<file path="src/rtl/syscall_ex_unit.sv">
// EX-stage syscall unit: halts the pipeline on the halt syscall, latches
// printed $a0 to the board display, and keeps cycle/syscall counters.
module syscall_ex_unit #(
  parameter logic [31:0] HALT_CODE  = 32'd10,
  parameter logic [31:0] PRINT_CODE = 32'd34,
  parameter int          CNT_W      = 32
) (
  input  logic             clk,
  input  logic             rst,
  input  logic             syscall_valid,
  input  logic [31:0]      v0_data,
  input  logic [31:0]      a0_data,
  input  logic             go,
  output logic             halt_ex,
  output logic             pc_en,
  output logic             halted,
  output logic [31:0]      display_data,
  output logic             display_valid,
  output logic [CNT_W-1:0] cycle_count,
  output logic [CNT_W-1:0] syscall_count
);

  typedef enum logic [1:0] {
    RUN,
    HALT,
    RELEASE
  } state_t;

  state_t state;
  state_t state_nxt;
  logic   go_q;
  logic   accept;
  logic   halt_now;
  logic   print_now;
  logic   go_rise;

  assign accept    = syscall_valid & (state == RUN);
  assign halt_now  = accept & (v0_data == HALT_CODE);
  assign print_now = accept & (v0_data == PRINT_CODE);
  assign go_rise   = go & ~go_q;

  // halt_ex re-injects the halt syscall every cycle we sit in HALT
  assign halted  = (state == HALT);
  assign halt_ex = halt_now | halted;
  assign pc_en   = ~halt_ex;

  always_comb begin
    state_nxt = state;
    unique case (state)
      RUN: begin
        if (halt_now) state_nxt = HALT;
      end
      HALT: begin
        if (go_rise) state_nxt = RELEASE;
      end
      RELEASE: begin
        state_nxt = RUN;
      end
      default: begin
        state_nxt = RUN;
      end
    endcase
  end

  always_ff @(posedge clk or posedge rst) begin
    if (rst) begin
      state <= RUN;
      go_q  <= 1'b0;
    end else begin
      state <= state_nxt;
      go_q  <= go;
    end
  end

  always_ff @(posedge clk or posedge rst) begin
    if (rst) begin
      display_data  <= '0;
      display_valid <= 1'b0;
    end else begin
      display_valid <= print_now;
      if (print_now) display_data <= a0_data;
    end
  end

  always_ff @(posedge clk or posedge rst) begin
    if (rst) begin
      cycle_count   <= '0;
      syscall_count <= '0;
    end else begin
      if (state != HALT) cycle_count <= cycle_count + 1'b1;
      if (accept) syscall_count <= syscall_count + 1'b1;
    end
  end

endmodule

</file>
<file path="config.mk">
export PLATFORM = sky130hd
export DESIGN_NAME = syscall_ex_unit
export DESIGN_NICKNAME = d
export VERILOG_FILES = /design/src/rtl/syscall_ex_unit.sv
export SDC_FILE = /design/constraint.sdc
export NUM_CORES = 1
export LEC_CHECK = 0
export ABC_AREA = 0
export BUFFER_PORTS_ARGS = -buffer_cell sky130_fd_sc_hd__buf_4
export CORE_MARGIN = 3
export CORE_UTILIZATION = 44
export CTS_BUF_LIST = sky130_fd_sc_hd__clkbuf_4
export DETAILED_ROUTE_END_ITERATION = 8
export HOLD_SLACK_MARGIN = 0.15
export PLACE_DENSITY = 0.77
export SYNTH_ARGS = -nofsm -noshare
export SYNTH_HDL_FRONTEND = slang
export SYNTH_SLANG_ARGS = --single-unit
</file>
<file path="constraint.sdc">
create_clock -name clk -period 2.97 [get_ports clk]
set_input_delay 0.1485 -clock clk [delete_from_list [all_inputs] [get_ports clk]]
set_output_delay 0.1485 -clock clk [all_outputs]
set_load 0.1 [all_outputs]
</file>
==> impl_metrics.env, run 1 <==
export IMPL_fmax_mhz=373
export IMPL_tightest_slew_ps=999
export IMPL_drc_errors=0
export IMPL_area_delta_synth_final_pct=45.9
export IMPL_syn_area_per_cell_um2=12.4
export IMPL_place_gp_congestion=0.792
export IMPL_worstSkewPairLatency_ps=420
export IMPL_yosysTopAreaCellShare_pct=58.9
export IMPL_syn_nets=414
export IMPL_wl_um=10500
export IMPL_peakVddDrop_v=0.000293
export IMPL_p_sw_w=0.000940
export IMPL_die_area_um2=10900
export IMPL_cts_setup_buffers=0
export IMPL_hp_start="syscall_valid"
export IMPL_grt_pass1_vias=3537
export IMPL_cp_data_required_time_ps=3350
export IMPL_fin_crit_ps=2680
export IMPL_die_h_um=104
export IMPL_synth_edf_count=0
export IMPL_cp_end_kind="flip-flop"
export IMPL_cts_inserted_buffers=9
export IMPL_fp_row_count=35
export IMPL_initial_utilization_pct=45.6
export IMPL_relSlewSlack_pct=33.4
export IMPL_post_route_period_util_pct=90.2
export IMPL_final_hold_viol_count=0
export IMPL_dr_total_vias=3426
export IMPL_first_iter_violations=100
export IMPL_clkTransAtPathRegs_ps=150
export IMPL_synth_most_common_cell="dfrtp_1"
export IMPL_final_util_pct=66.5
export IMPL_yosys_most_used_dff="dfrtp_1"
export IMPL_netlist_area_um2=4250
export IMPL_synthTopCellsByCount="dfrtp_1, xnor2_1, mux2_2, nand2_1"
export IMPL_cts_num_sinks=100
export IMPL_ant_nets=0
export IMPL_arrival_ps=3060
export IMPL_synth_cells=344
export IMPL_fp_dieW_um=104
export IMPL_synth_cell_type_count=31
export IMPL_ys_seq_area_share_pct=58.9
export IMPL_finClkSkew_ps=19.9
export IMPL_grt_setup_unrepaired="false"
export IMPL_multi_input_area_um2=1690
export IMPL_switching_share_pct=33.3
export IMPL_r2r_setup_slack_ps=680
export IMPL_io_pins=168
export IMPL_dpl_hpwl_um=7540
export IMPL_maxCapViolCount=0
export IMPL_ys_async_sr_fraction_pct=100
export IMPL_cp_max_fo=3
export IMPL_report_final_slew_viol_count=0
export IMPL_grt_usage_pct=19.5
export IMPL_drtPass1Iterations=4
export IMPL_hp_class="input pin to flip-flop"
export IMPL_regToRegStartpoint="state[0]"
export IMPL_worstSetupPathType="input pin to flip-flop"
export IMPL_startpoint_type="input pin"
export IMPL_p_per_area_nw_per_um2=456
export IMPL_p_leak_nw=3.15
export IMPL_tns_ps=0
export IMPL_n_fill_cell=728
export IMPL_vias_per_cell=4.94
export IMPL_grt_max_degree=86
export IMPL_cts_hold_fix_buffers=40
export IMPL_comb_power_share_pct=22.9
export IMPL_clockBufferDepth=2
export IMPL_core_area_um2=9330
export IMPL_nets=629
export IMPL_portBuffers=167
export IMPL_p_int_w=0.00188
export IMPL_seqPwrFrac_pct=51.9
export IMPL_ys_ff_latch=100
export IMPL_cts_tree="done"
export IMPL_root_buffer="clkbuf_4"
export IMPL_placed_cell_area_um2=5660
export IMPL_yosys_warnings=0
export IMPL_grt_overflow_total=0
export IMPL_antenna_found_initial=0
export IMPL_wl_per_cell_um=15.2
export IMPL_synthTopCellsByArea="dfrtp_1, mux2_2, xnor2_1"
export IMPL_crit_path_start="v0_data[28]"
export IMPL_finish_instance_area_um2=6200
export IMPL_antenna_cells=0
export IMPL_htree_levels=3
export IMPL_status="completed"
export IMPL_power_frac_clock_pct=25.1
export IMPL_finalSetupViolations=0
export IMPL_cts_resized=0
export IMPL_seq_area_um2=2500
export IMPL_drive_gt1_share_pct=40.4
export IMPL_synth_largest_area_cell="dfrtp_1"
export IMPL_grt_pass1_wl_um=17400
## routing by layer
layer,vias up,GRT usage [%],share of wire [%]
met3,17,4.90,5.5
li1,1625,-,-
met2,107,32.9,50
met5,-,0,0
met1,1677,24.9,42
met4,0,5.79,1.5
## metrics by stage
step | setup slack, ps | instances | hold WS, ps | total power [W]
2_1_floorplan | 203 | 344 | 180 | 0.00191
3_3_place_gp | 761 | 637 | 269 | 0.00209
3_5_place_dp | 739 | 637 | 272 | 0.00210
4_1_cts | 319 | 693 | 195 | 0.00286
5_1_grt | 246 | 693 | 224 | 0.00295
6_report | 290 | 693 | 223 | 0.00282
## sequential cells by signal, summed over array words and instances (netlist names)
signal	count
cycle_count	32
display_data	32
display_valid	1
syscall_count	32
state	2
go_q	1
## layout by cell type, fill, tap and decap left out, types with 3 or more instances in the layout
cell,synthesis,routed
inv_1,4,3
and4_1,9,9
dlygate4sd3_1,0,40
nand3_1,13,13
xnor2_1,41,41
dfrtp_1,100,100
nor4_1,6,6
and3_1,9,9
nand2_1,33,33
nand2b_1,4,4
and2_1,4,4
buf_4,0,170
mux2_2,33,33
clkbuf_4,0,12
xor2_1,21,21
nor2_1,20,19
nand4_1,21,21
nor3_1,4,4
## area by class of cell
class | instances | share of cell area (%)
clock buffer | 12 | 1.45
multi-input combinational | 233 | 27.3
inverter | 5 | 0.384
clock inverter | 4 | 0.807
tap | 129 | 2.60
sequential | 100 | 40.4
timing repair buffer | 210 | 27.0
## logic make-up (layout without fill, tap and decap cells)
kind of cell             after synthesis  count (layout)  synth area share, %
buffers and inverters                 11             231                 1.30
AND/OR/NAND/NOR                      136             136                 17.7
XOR/XNOR                              62              62                 12.8
adder cells (fa/ha/maj)                2               2                0.589
flip-flops                           100             100                 58.9
multiplexers                          33              33                 8.75
## final timing paths
check                                     to  cells after the start
max                            display_valid                      8
min                         syscall_count[0]                      4
max reg2reg                         state[0]                      6
min reg2reg                  cycle_count[31]                      1
max in group asynchronous    display_data[9]                      4
min in group asynchronous  syscall_count[30]                      3
## worst max-delay path, cell delays in order
cell           delay [ps]
dlygate4sd3_1         540
buf_4                 130
nor4_1                310
dlygate4sd3_1         620
nand4_1                80
dlygate4sd3_1         580
nor2_1                110
dlygate4sd3_1         550
## power by group through the flow
stage,sequential (W),clock (W),combinational [W]
after floorplan,0.00181,0,0.0000971
after global placement,0.00149,0,0.000602
after detailed placement,0.00149,0,0.000611
after CTS,0.00147,0.000740,0.000652
after global routing,0.00148,0.000790,0.000677
final,0.00147,0.000710,0.000647
Note: power is estimated with default switching activity, not from simulation.
==> inputs of run 2 (changes only) <==
CTS_BUF_LIST = sky130_fd_sc_hd__clkbuf_8   (was sky130_fd_sc_hd__clkbuf_4)
==> run 2 against run 1 <==
Die area stayed put. Routed wire length is essentially flat. Total power up 3.9%. Via count fell by 0.12%. Clock-buffer cell count is 3 lower. Final cell count decreased by 0.14%. Register-to-register slack improved by 150 ps. Sequential share of layout area shrank 0.23 points. Global-route usage decreased by 0.13 points. Combinational power about the same. Critical path type unchanged. Critical endpoint unchanged.
==> impl_metrics.env, run 2 (synthesis results as in run 1) <==
export IMPL_cts_resized=0
export IMPL_status="completed"
export IMPL_drc_errors=0
export IMPL_p_per_area_nw_per_um2=471
export IMPL_cp_max_fo=3
export IMPL_grt_usage_pct=19.4
export IMPL_grt_max_degree=86
export IMPL_tightest_slew_ps=998
export IMPL_cts_inserted_buffers=9
export IMPL_wl_per_cell_um=15.2
export IMPL_finalSetupViolations=0
export IMPL_drtPass1Iterations=4
export IMPL_arrival_ps=3040
export IMPL_portBuffers=167
export IMPL_initial_utilization_pct=45.6
export IMPL_worstSetupPathType="input pin to flip-flop"
export IMPL_final_cells=692
export IMPL_tns_ps=0
export IMPL_hp_class="input pin to flip-flop"
export IMPL_dpl_hpwl_um=7540
export IMPL_wl_um=10500
export IMPL_final_hold_viol_count=0
export IMPL_area_delta_synth_final_pct=46.7
export IMPL_clockBufferDepth=2
export IMPL_cts_num_sinks=100
export IMPL_dr_total_vias=3422
export IMPL_drive_gt1_share_pct=40.0
export IMPL_reg_largest_list="cycle_count (32), display_data (32), syscall_count (32)"
export IMPL_fp_row_count=35
export IMPL_antenna_found_initial=0
export IMPL_holdWs_ps=186
export IMPL_htree_levels=3
export IMPL_fmax_mhz=364
export IMPL_die_area_um2=10900
export IMPL_fp_dieW_um=104
export IMPL_core_area_um2=9330
export IMPL_finClkSkew_ps=13.5
export IMPL_final_common_cell="buf_4"
export IMPL_grt_overflow_total=0
export IMPL_peakVddDrop_v=0.000322
export IMPL_fin_crit_ps=2740
export IMPL_io_pins=168
export IMPL_crit_top_cell="dlygate4sd3_1"
export IMPL_place_gp_congestion=0.792
export IMPL_worstSkewPairLatency_ps=340
export IMPL_grt_setup_unrepaired="false"
export IMPL_grt_pass1_wl_um=17300
export IMPL_maxCapViolCount=0
export IMPL_p_leak_nw=3.17
export IMPL_cp_data_required_time_ps=3260
export IMPL_root_buffer="clkbuf_8"
export IMPL_cp_slowest_cell="dlygate4sd3_1"
export IMPL_nets=628
export IMPL_slowest_delay_ps=610
export IMPL_n_fill_cell=719
export IMPL_report_final_slew_viol_count=0
export IMPL_clkTransAtPathRegs_ps=100
export IMPL_cp_end_kind="flip-flop"
export IMPL_post_route_period_util_pct=92.4
export IMPL_dp_cells=637
export IMPL_vias_per_cell=4.95
export IMPL_grt_pass1_vias=3487
export IMPL_ant_nets=0
export IMPL_first_iter_violations=111
export IMPL_relSlewSlack_pct=33.5
export IMPL_total_power_w=0.00293
export IMPL_path_cells="dlygate4sd3_1, buf_4, nor4_1, dlygate4sd3_1, nand4_1, dlygate4sd3_1, nor2_1, dlygate4sd3_1"
export IMPL_cts_tree="done"
export IMPL_antenna_cells=0
export IMPL_startpoint_type="input pin"
export IMPL_die_h_um=104
export IMPL_layout_common_cells="buf_4, dfrtp_1, xnor2_1, dlygate4sd3_1"
run 2: where the power goes:
part / leakage [nW] / internal (W) / switching, W
Clock: 0.0990 / 0.000380 / 0.000442
Sequential: 1.36 / 0.00141 / 0.0000594
Combinational: 1.71 / 0.000191 / 0.000454
run 2: cell type report:
class	count	area (um^2)	share of cell area [%]
repair buffers	209	1670	26.7
well taps	129	161	2.59
clock buffers	9	124	1.99
clock inverters	7	61.3	0.984
multi-input cells	233	1690	27.2
inverters	5	23.8	0.381
flip-flops and latches	100	2500	40.1
run 2: path summary, 6_finish.rpt:
kind	startpoint	endpoint	slack, ps	depth (start not counted)
setup reg to reg	state[1]	cycle_count[30]	830	6
min in group asynchronous	rst	syscall_count[3]	620	3
hold / removal	v0_data[9]	state[0]	190	5
max in group asynchronous	rst	display_data[9]	1530	4
setup / recovery	v0_data[28]	display_valid	230	8
hold reg to reg	cycle_count[31]	cycle_count[31]	480	1
run 2: critical path: cells and delay by family:
| family | cells | cell delay, ps |
|---|---|---|
| and+or+nand+nor | 3 | 490 |
| buffers and inverters | 5 | 2410 |
run 2: routing by layer:
| layer | share of wire [%] | vias up | track usage (%) |
|---|---|---|---|
| li1 | - | 1621 | - |
| met1 | 43 | 1674 | 25.2 |
| met2 | 50 | 113 | 32.5 |
| met3 | 5.7 | 14 | 4.35 |
| met4 | 1.3 | 0 | 5.79 |
| met5 | 0 | - | 0 |
run 2: stage by stage:
step	setup slack, ps	cell area (um^2)	util (%)
after CTS	225	6230	66.8
after floorplan	203	4250	-
after global routing	139	6230	66.8
after global placement	761	5660	60.7
after detailed placement	739	5660	60.7
final	226	6230	66.8
run 2: repair_timing:
action	CTS	global route
hold buffers	39	0
setup buffers	0	0
endpoints found under the hold margin	120	0
==> inputs of run 3 (changes only) <==
==> constraint.sdc (replaced) <==
create_clock -name clk -period 2.97 [get_ports clk]
set_input_delay 0.1485 -clock clk [delete_from_list [all_inputs] [get_ports clk]]
set_output_delay 0.1485 -clock clk [all_outputs]
set_load 0.005 [all_outputs]
==> run 3 against run 2 <==
Total power down 7.6%. Global-route usage up 0.45 points. Final cell count down 0.29%. Setup slack worse by 21 ps. Maximum frequency down 0.76%. Non-clock buffer count unchanged. Sequential share of layout area down 0.22 points. Clock-buffer cell count up 1. Via count about the same. Sequential power about the same. First-iteration DRC count down 27%. Clock power up 13%. Critical path type unchanged. Critical endpoint unchanged.
==> impl_metrics.env, run 3 (synthesis results as in run 1) <==
export IMPL_antenna_found_initial=0
export IMPL_finalSetupViolations=0
export IMPL_cts_setup_buffers=0
export IMPL_reg_largest_list="cycle_count (32), display_data (32), syscall_count (32)"
export IMPL_tns_ps=0
export IMPL_fp_row_count=35
export IMPL_cp_num_buf_inv=5
export IMPL_cp_slowest_cell="dlygate4sd3_1"
export IMPL_drive_gt1_share_pct=40.5
export IMPL_status="completed"
export IMPL_fin_ws_ps=205
export IMPL_n_fill_cell=714
export IMPL_cp_end_kind="flip-flop"
export IMPL_peakVddDrop_v=0.000305
export IMPL_grt_setup_unrepaired="false"
export IMPL_first_iter_violations=81
export IMPL_die_h_um=104
export IMPL_wl_per_cell_um=15.5
export IMPL_tightest_slew_ps=1020
export IMPL_clkTransAtPathRegs_ps=90
export IMPL_ant_nets=0
export IMPL_cp_data_required_time_ps=3250
export IMPL_final_common_cell="buf_4"
export IMPL_p_per_area_nw_per_um2=433
export IMPL_fp_dieW_um=104
export IMPL_worstSkewPairLatency_ps=350
export IMPL_grt_overflow_total=0
export IMPL_grt_max_degree=85
export IMPL_p_leak_nw=3.17
export IMPL_holdWs_ps=174
export IMPL_place_ws_ps=848
export IMPL_nets=628
export IMPL_io_pins=168
export IMPL_drtPass1Iterations=4
export IMPL_worstSetupPathType="input pin to flip-flop"
export IMPL_antenna_cells=0
export IMPL_drc_errors=0
export IMPL_cts_inserted_buffers=9
export IMPL_arrival_ps=3050
export IMPL_report_final_slew_viol_count=0
export IMPL_hp_class="input pin to flip-flop"
export IMPL_initial_utilization_pct=45.6
export IMPL_maxCapViolCount=0
export IMPL_grt_usage_pct=19.8
export IMPL_cp_max_fo=3
export IMPL_dr_total_vias=3425
export IMPL_clockBufferDepth=2
export IMPL_wl_um=10700
export IMPL_cts_tree="done"
export IMPL_total_power_w=0.00271
export IMPL_core_area_um2=9330
export IMPL_root_buffer="clkbuf_8"
export IMPL_grt_pass1_wl_um=17700
export IMPL_layout_common_cells="buf_4, dfrtp_1, xnor2_1, dlygate4sd3_1"
export IMPL_fmax_mhz=362
export IMPL_dp_cells=637
export IMPL_path_cells="dlygate4sd3_1, buf_4, nor4_2, dlygate4sd3_1, nand4_1, dlygate4sd3_1, nor2_1, dlygate4sd3_1"
export IMPL_place_gp_congestion=0.804
export IMPL_fin_crit_ps=2760
export IMPL_cts_num_sinks=100
export IMPL_crit_top_cell="dlygate4sd3_1"
export IMPL_grt_pass1_vias=3611
export IMPL_post_route_period_util_pct=93.1
export IMPL_finClkSkew_ps=13.0
export IMPL_vias_per_cell=4.96
export IMPL_die_area_um2=10900
export IMPL_portBuffers=167
export IMPL_htree_levels=3
export IMPL_slowest_delay_ps=620
export IMPL_startpoint_type="input pin"
export IMPL_relSlewSlack_pct=31.8
export IMPL_crit_family="buffers and inverters"
export IMPL_final_cells=690
export IMPL_final_hold_viol_count=0
export IMPL_dpl_hpwl_um=7530
export IMPL_area_delta_synth_final_pct=47.5
[run 3: cell count changes in the layout (fill, tap and decap cells not counted), sizes merged]
| cell | before | now |
|---|---|---|
| bufinv | 1 | 2 |
| clkinv | 1 | 0 |
| clkbuf | 9 | 10 |
| inv | 8 | 5 |
[run 3: worst paths after layout]
path / startpoint / endpoint / slack, ps / cells after the start
setup / recovery: v0_data[28] / display_valid / 210 / 8
hold / removal: v0_data[9] / state[0] / 170 / 5
setup reg to reg: state[1] / cycle_count[30] / 860 / 6
hold reg to reg: cycle_count[31] / cycle_count[31] / 470 / 1
max in group asynchronous: rst / display_data[9] / 1500 / 4
min in group asynchronous: rst / syscall_count[17] / 630 / 3
[run 3: what timing repair did]
item	4_1_cts	5_1_grt
resized for setup	0	1
hold buffers	39	0
hold endpoints to repair	119	0
setup endpoints to repair	0	1
[run 3: area by class of cell]
type | count | area [um^2] | share of cell area, %
timing repair buffer | 209 | 1670 | 26.6
multi-input combinational | 233 | 1700 | 27.1
inverter | 5 | 23.8 | 0.379
tap | 129 | 161 | 2.58
sequential | 100 | 2500 | 39.9
clock buffer | 10 | 138 | 2.20
clock inverter | 4 | 75.1 | 1.20
[run 3: metal layers]
| metal | vias up | part of all wire [%] | wire [um] | GRT usage [%] |
|---|---|---|---|---|
| met4 | 0 | 1.6 | 172 | 5.98 |
| met3 | 19 | 5.9 | 637 | 5.40 |
| met1 | 1671 | 43 | 4630 | 25.0 |
| li1 | 1624 | - | - | - |
| met2 | 111 | 49 | 5290 | 33.4 |
| met5 | - | 0 | 0 | 0 |
[run 3: power by group]
group,internal [W],switching [W]
combinational,0.000189,0.000124
clock,0.000489,0.000442
sequential,0.00141,0.0000598
[run 3: worst register-to-register path: cells and delay by family, from the launching register on]
kind | cells | cell delay (ps)
xor+xnor | 1 | 160
flops | 1 | 360
simple gates | 4 | 1440
buf+inv | 1 | 90
[run 3: per-stage QoR]
stage / util, % / instance area [um^2]
2_1_floorplan: - / 4250
3_3_place_gp: 60.7 / 5660
3_5_place_dp: 60.7 / 5660
4_1_cts: 67.1 / 6260
5_1_grt: 67.2 / 6270
6_report: 67.2 / 6270
